`src/rtl/ps2_key_decoder.sv`:
```
`default_nettype none
// +--------------------------------------------------------------------------+
// | ps2_key_decoder: PS/2 set-2 byte stream -> key events (ASCII, shift)      |
// | in an event FIFO. Optional: PS2_KEYDEC_TYPEMATIC_FILTER_EN. Rev 1.0       |
// +--------------------------------------------------------------------------+
module ps2_key_decoder #(
  parameter int FIFO_DEPTH = 8
) (
  input  logic       clk,
  input  logic       rst_n,
  input  logic [7:0] keycode,
  input  logic       key_valid,
  output logic       ev_valid,
  input  logic       ev_ready,
  output logic [7:0] ev_code,
  output logic       ev_ext,
  output logic       ev_break,
  output logic [7:0] ev_ascii,
  output logic       shift_held,
  output logic       overflow
);

  localparam int              C_AW       = $clog2(FIFO_DEPTH);
  localparam logic [C_AW:0]   C_DEPTH    = FIFO_DEPTH[C_AW:0];
  localparam logic [C_AW:0]   C_CNT_ONE  = 1;
  localparam logic [C_AW-1:0] C_PTR_ONE  = 1;

  typedef enum logic [2:0] {
    S_IDLE = 3'd0,
    S_E0   = 3'd1,
    S_F0   = 3'd2,
    S_E0F0 = 3'd3,
    S_SKIP = 3'd4
  } state_t;

  state_t     r_state;
  logic [2:0] r_skip_cnt;
  logic       r_emit;
  logic [7:0] r_em_code;
  logic       r_em_ext;
  logic       r_em_brk;
  logic       r_shift_l;
  logic       r_shift_r;
  logic       r_overflow;

  function automatic logic is_filtered(input logic [7:0] b);
    case (b)
      8'h00, 8'hAA, 8'hEE, 8'hFA, 8'hFC, 8'hFD, 8'hFE, 8'hFF: return 1'b1;
      default: return 1'b0;
    endcase
  endfunction

  function automatic logic [7:0] ascii_of(input logic [7:0] code, input logic ext,
                                          input logic shift);
    logic [7:0] letter;
    letter = 8'h00;
    if (ext) return 8'h00;
    case (code)
      8'h1C: letter = "a";  8'h32: letter = "b";  8'h21: letter = "c";
      8'h23: letter = "d";  8'h24: letter = "e";  8'h2B: letter = "f";
      8'h34: letter = "g";  8'h33: letter = "h";  8'h43: letter = "i";
      8'h3B: letter = "j";  8'h42: letter = "k";  8'h4B: letter = "l";
      8'h3A: letter = "m";  8'h31: letter = "n";  8'h44: letter = "o";
      8'h4D: letter = "p";  8'h15: letter = "q";  8'h2D: letter = "r";
      8'h1B: letter = "s";  8'h2C: letter = "t";  8'h3C: letter = "u";
      8'h2A: letter = "v";  8'h1D: letter = "w";  8'h22: letter = "x";
      8'h35: letter = "y";  8'h1A: letter = "z";
      default: letter = 8'h00;
    endcase
    if (letter != 8'h00) return shift ? (letter - 8'h20) : letter;
    case (code)
      8'h45: return "0";  8'h16: return "1";  8'h1E: return "2";
      8'h26: return "3";  8'h25: return "4";  8'h2E: return "5";
      8'h36: return "6";  8'h3D: return "7";  8'h3E: return "8";
      8'h46: return "9";
      8'h29: return 8'h20;
      8'h5A: return 8'h0D;
      8'h66: return 8'h08;
      8'h76: return 8'h1B;
      default: return 8'h00;
    endcase
  endfunction

  // Prefix decoder; a completed key is staged in r_em_* and pushed next cycle.
  always_ff @(posedge clk or negedge rst_n) begin
    if (!rst_n) begin
      r_state    <= S_IDLE;
      r_skip_cnt <= 3'd0;
      r_emit     <= 1'b0;
      r_em_code  <= 8'h00;
      r_em_ext   <= 1'b0;
      r_em_brk   <= 1'b0;
    end else begin
      r_emit <= 1'b0;
      if (key_valid) begin
        case (r_state)
          S_IDLE: begin
            if (keycode == 8'hE0) begin
              r_state <= S_E0;
            end else if (keycode == 8'hF0) begin
              r_state <= S_F0;
            end else if (keycode == 8'hE1) begin
              r_state    <= S_SKIP;
              r_skip_cnt <= 3'd7;
            end else if (!is_filtered(keycode)) begin
              r_emit    <= 1'b1;
              r_em_code <= keycode;
              r_em_ext  <= 1'b0;
              r_em_brk  <= 1'b0;
            end
          end
          S_E0: begin
            if (keycode == 8'hF0) begin
              r_state <= S_E0F0;
            end else if (keycode != 8'hE0) begin
              r_emit    <= 1'b1;
              r_em_code <= keycode;
              r_em_ext  <= 1'b1;
              r_em_brk  <= 1'b0;
              r_state   <= S_IDLE;
            end
          end
          S_F0, S_E0F0: begin
            if (keycode != 8'hE0 && keycode != 8'hF0) begin
              r_emit    <= 1'b1;
              r_em_code <= keycode;
              r_em_ext  <= (r_state == S_E0F0);
              r_em_brk  <= 1'b1;
              r_state   <= S_IDLE;
            end
          end
          S_SKIP: begin
            r_skip_cnt <= r_skip_cnt - 3'd1;
            if (r_skip_cnt == 3'd1) r_state <= S_IDLE;
          end
          default: r_state <= S_IDLE;
        endcase
      end
    end
  end

  logic w_repeat;
`ifdef PS2_KEYDEC_TYPEMATIC_FILTER_EN
  logic       r_tm_valid;
  logic [8:0] r_tm_key;
  assign w_repeat = r_emit & ~r_em_brk & r_tm_valid & (r_tm_key == {r_em_ext, r_em_code});

  always_ff @(posedge clk or negedge rst_n) begin
    if (!rst_n) begin
      r_tm_valid <= 1'b0;
      r_tm_key   <= 9'h000;
    end else if (r_emit) begin
      if (!r_em_brk) begin
        r_tm_valid <= 1'b1;
        r_tm_key   <= {r_em_ext, r_em_code};
      end else if (r_tm_key == {r_em_ext, r_em_code}) begin
        r_tm_valid <= 1'b0;
      end
    end
  end
`else
  assign w_repeat = 1'b0;
`endif

  // ASCII uses the shift state as it stood before this event updates it.
  always_ff @(posedge clk or negedge rst_n) begin
    if (!rst_n) begin
      r_shift_l <= 1'b0;
      r_shift_r <= 1'b0;
    end else if (r_emit && !r_em_ext) begin
      if (r_em_code == 8'h12) r_shift_l <= ~r_em_brk;
      if (r_em_code == 8'h59) r_shift_r <= ~r_em_brk;
    end
  end
  assign shift_held = r_shift_l | r_shift_r;

  logic [17:0]     r_mem [FIFO_DEPTH];
  logic [C_AW-1:0] r_wr_ptr;
  logic [C_AW-1:0] r_rd_ptr;
  logic [C_AW:0]   r_count;
  logic            w_push;
  logic            w_pop;
  logic            w_full;
  logic            w_wr;
  logic [17:0]     w_wdata;
  logic [17:0]     w_head;

  assign w_push  = r_emit & ~w_repeat;
  assign w_pop   = ev_valid & ev_ready;
  assign w_full  = (r_count == C_DEPTH);
  assign w_wr    = w_push & (~w_full | w_pop);
  assign w_wdata = {ascii_of(r_em_code, r_em_ext, shift_held), r_em_brk, r_em_ext, r_em_code};

  always_ff @(posedge clk) begin
    if (w_wr) r_mem[r_wr_ptr] <= w_wdata;
  end

  always_ff @(posedge clk or negedge rst_n) begin
    if (!rst_n) begin
      r_wr_ptr   <= '0;
      r_rd_ptr   <= '0;
      r_count    <= '0;
      r_overflow <= 1'b0;
    end else begin
      if (w_wr)  r_wr_ptr <= r_wr_ptr + C_PTR_ONE;
      if (w_pop) r_rd_ptr <= r_rd_ptr + C_PTR_ONE;
      if (w_wr && !w_pop)      r_count <= r_count + C_CNT_ONE;
      else if (!w_wr && w_pop) r_count <= r_count - C_CNT_ONE;
      if (w_push && w_full && !w_pop) r_overflow <= 1'b1;
    end
  end

  assign overflow = r_overflow;
  assign ev_valid = (r_count != '0);
  assign w_head   = r_mem[r_rd_ptr];
  assign ev_code  = ev_valid ? w_head[7:0]   : 8'h00;
  assign ev_ext   = ev_valid ? w_head[8]     : 1'b0;
  assign ev_break = ev_valid ? w_head[9]     : 1'b0;
  assign ev_ascii = ev_valid ? w_head[17:10] : 8'h00;

endmodule
`default_nettype wire

```
`config.mk`:
```
export PLATFORM = sky130hd
export DESIGN_NAME = ps2_key_decoder
export DESIGN_NICKNAME = d
export VERILOG_FILES = /design/src/rtl/ps2_key_decoder.sv
export SDC_FILE = /design/constraint.sdc
export NUM_CORES = 1
export LEC_CHECK = 0
export ABC_AREA = 1
export CORE_MARGIN = 1.5
export CORE_UTILIZATION = 40
export CTS_CLUSTER_SIZE = 24
export DETAILED_ROUTE_END_ITERATION = 10
export GPL_TIMING_DRIVEN = 1
export SLEW_MARGIN = 20
export SYNTH_ARGS = -nofsm -noshare
export SYNTH_HDL_FRONTEND = slang
export SYNTH_SLANG_ARGS = --single-unit
```
`constraint.sdc`:
```
create_clock -name clk -period 6.65 [get_ports clk]
set_input_delay 1.33 -clock clk [delete_from_list [all_inputs] [get_ports clk]]
set_output_delay 1.33 -clock clk [all_outputs]
set_load 0.005 [all_outputs]
```
==> key figures <==
Synthesis
  • Syn Area/Cell: approximately 10 sq um
  • Ys async rst share: ~17%
  • Mapped Area: around 8000 sq um
  • Post-synth top area share: a little over half
  • Most frequent cells after synthesis: 164 x nor2_1, 144 x edfxtp_1, 112 x nand2_1
  • Yosys top cell by area: edfxtp_1
  • Seq/Total Area, Yosys: approximately 63%
  • Synth cell types: 39
  • Predominant post-synthesis flop cell: edfxtp_1
  • Syn_nets: between 800 and 900
  • Number of synthesized register bits: 174
  • Post-synth EDFFs: ~140
  • Most common cell in the netlist: nor2_1
  • Syn. warnings: 0
  • Mapped Cells: roughly 800
  • Top area cells in the synthesized netlist: edfxtp_1 54%, dfrtp_1 9.3%, nor2_1 7.6%

Place
  • Gpl congestion: around 0.91
  • DP Worst Slack: 2749 ps
  • Cell total after placement: ~1100
  • DPL Wire Length: roughly 11000 um
  • Number of port buffers: 32

Timing
  • Slew Viols, Final: 0
  • Setup TNS: 0 ps
  • Least-Margin Pin Slew: roughly 1100 ps
  • FMAX: approximately 0.23 GHz
  • Worst hold margin: just under 500 ps
  • Period utilization: 64.38%
  • Endpoints failing hold: 0
  • # setup viols final: 0
  • Worst rel slew slack: ~28%
  • Setup ws final: roughly 2400 ps
  • RSZ-0062 raised after global routing: no
  • Clk_skew: roughly 10 ps
  • Min Tclk post-route: 4281 ps

Die
  • Core area: 19590 sq um
  • Total die area: 21010 sq um
  • Die Ht: around 140 um
  • Initial Util: between 40% and 50%
  • Die W: 145.0 um
  • Row count: between 50 and 60
  • # IOs: 33

Drt
  • Router iterations before antenna repair: 5
  • # DRC: 0
  • Wire length per cell: ~16 um
  • DRT iter0 DRCs: roughly 550
  • Via count: 5750
  • Vias per cell: just over 5
  • Routed Antenna Nets: 0
  • Detailed-route wire length: approximately 18000 um

Setup path
  • Crit end category: primary output
  • CP Launch Type: register
  • CP startpoint: r_rd_ptr[0]$_DFFE_PN0N_
  • Buf+Inv Stages, Crit Path: 3
  • RR Endpoint: r_mem[2][15]$_DFFE_PP_
  • Critical path's slowest cell: clkdlybuf4s50_1
  • WP data arrival: around 3000 ps
  • Worst reg2reg setup slack: around 3400 ps
  • Max stage delay on crit path: slightly below 600 ps
  • Cell Chain, Critical Path: clkinv_1 > buf_4 > o21ai_0 > o22ai_1 > o21ai_1 > a31oi_1 > clkdlybuf4s50_1
  • Setup CP Type: register to primary output
  • Worst reg-to-reg path cell count: 10
  • Critical R2R Launch: r_em_code[3]$_DFFE_PN0P_
  • Family with the most delay on the worst path: buffers and inverters
  • Worst path required time: about 5300 ps
  • Max FO, Critical Path: a little over 50

Final layout
  • Antenna diodes: 0
  • Fillers: 1810
  • Total area of sequential cells: around 5100 sq um
  • Multi-input logic area: 2654 sq um
  • Layout cell share with drive strength beyond 1: between 8 and 9%
  • Nets: approximately 860
  • Final std cells w/o fill: about 1100
  • Area Overhead vs Synth: 14.73%

Pwr
  • Power per cell area: 481.5 nW/um^2
  • Power Total: 4.454 mW
  • Psw: between 1.5 and 2 mW
  • Cell internal pwr: between 2 and 3 mW
  • Switching share of power: 37.95%
  • Sequential Power Share: between 30 and 40%
  • Gate power share: 39.9%
  • LEAKAGE: 3.498 nW
  • Worst vdd ir: a little over 0.2 mV
  • Clk network pwr share: approximately a fifth

Min path
  • Hold Startpoint: r_shift_l$_DFFE_PN0P_
  • Hold Path Sink: r_shift_l$_DFFE_PN0P_
  • Hold WC Path Type: register to register
  • Hold path cells: 2

CTS
  • Hold Buf Count CTS: 0
  • Worst-path clk slew: roughly 60 ps
  • Number of gates resized after cts: 0
  • Longest Clk Path Bufs: 2
  • Clock Latency Late Sink: 430 ps
  • CTS tree: built
  • Post-CTS setup buffer count: 0
  • Clk sinks: 174
  • H-tree depth: 4
  • Clock buffer count from CTS: 17
  • Clock root buffer: clkbuf_16

Global routing
  • Vias in the first global route: around 5400
  • Grt ovf: 0
  • Largest net degree at the start of global routing: 74
  • GR Util All Layers: 17.83%
  • First-pass GRT wire length: slightly below 30000 um
  • Antenna violations before repair: 0

Flow run
  • Maxcap violations: 0

Run status
  • Outcome: finished, final reports clean
through the flow:
step / util, % / instance area (sq um)
3_5_place_dp: 44.32 / 8682
5_1_grt: 47.21 / 9249
4_1_cts: 47.21 / 9249
3_3_place_gp: 44.32 / 8682
6_report: 47.21 / 9249
2_1_floorplan: - / 8061
worst max-delay path by stage:
stage / endpoint / cells past startpoint
global placement: r_mem[2][14]$_DFFE_PP_ / 6
floorplan: r_mem[0][0]$_DFFE_PP_ / 5
finish: ev_code[2] / 7
global route: ev_ascii[6] / 7
detailed placement: r_mem[2][13]$_DFFE_PP_ / 6
CTS: ev_code[2] / 7
worst register-to-register path, delay by kind of cell, from the launching register on:
family,cells,cell delay [ps]
simple gates,6,860
buf+inv,1,430
compound gates,2,420
fa+ha+maj,1,280
flops,1,950
routing by layer:
layer / up-vias / routed length (um) / GRT usage [%]
li1: 2842 / - / -
met1: 2743 / 8381 / 25.03
met5: - / 0 / 0
met3: 22 / 916 / 2.767
met2: 143 / 8360 / 28.13
met4: 0 / 274 / 6.392
cell families after synthesis:
logic type,synth area share [%]
adder cells (fa/ha/maj),2.732
XOR/XNOR,0.7605
buffers and inverters,4.377
AND/OR/NAND/NOR,17.32
AO/OA/AOI/OAI,11.86
flip-flops,62.95
registers in the layout, summed over array words and instances, names as in the netlist:
register    count
r_em_ext        1
r_shift_r       1
r_emit          1
r_em_code       8
r_em_brk        1
r_count         4
r_skip_cnt      3
r_wr_ptr        3
r_shift_l       1
overflow        1
r_mem         144
r_state         3
r_rd_ptr        3
layout by cell type, fill, tap and decap left out, types with 8 or more instances in the layout:
master and instances:
nand3_1 29, nand2_1 112, o21ai_0 106, buf_4 12, a21oi_1 14, edfxtp_1 144
dfrtp_1 29, clkdlybuf4s50_1 32, ha_1 16, nor3_1 8, a31oi_1 20, inv_1 46
nor2_2 10, clkbuf_16 18, o22ai_1 19, nand4_1 8, nor2_1 156
cell type report:
cell class	instances	share of cell area [%]
clock inverter	6	0.6358
inverter	56	2.273
clock buffer	26	5.492
sequential	174	54.88
tap	265	3.585
multi-input combinational	537	28.69
timing repair buffer	44	4.437
power groups by stage:
stage / sequential [mW] / clock, mW / combinational (mW)
after floorplan: 1.66 / 0 / 1.20
after global placement: 1.74 / 0 / 1.78
after detailed placement: 1.74 / 0 / 1.79
after CTS: 1.72 / 0.964 / 1.80
after global routing: 1.75 / 1.01 / 2.03
final: 1.72 / 0.952 / 1.78
(Power assumes the default switching activity.)
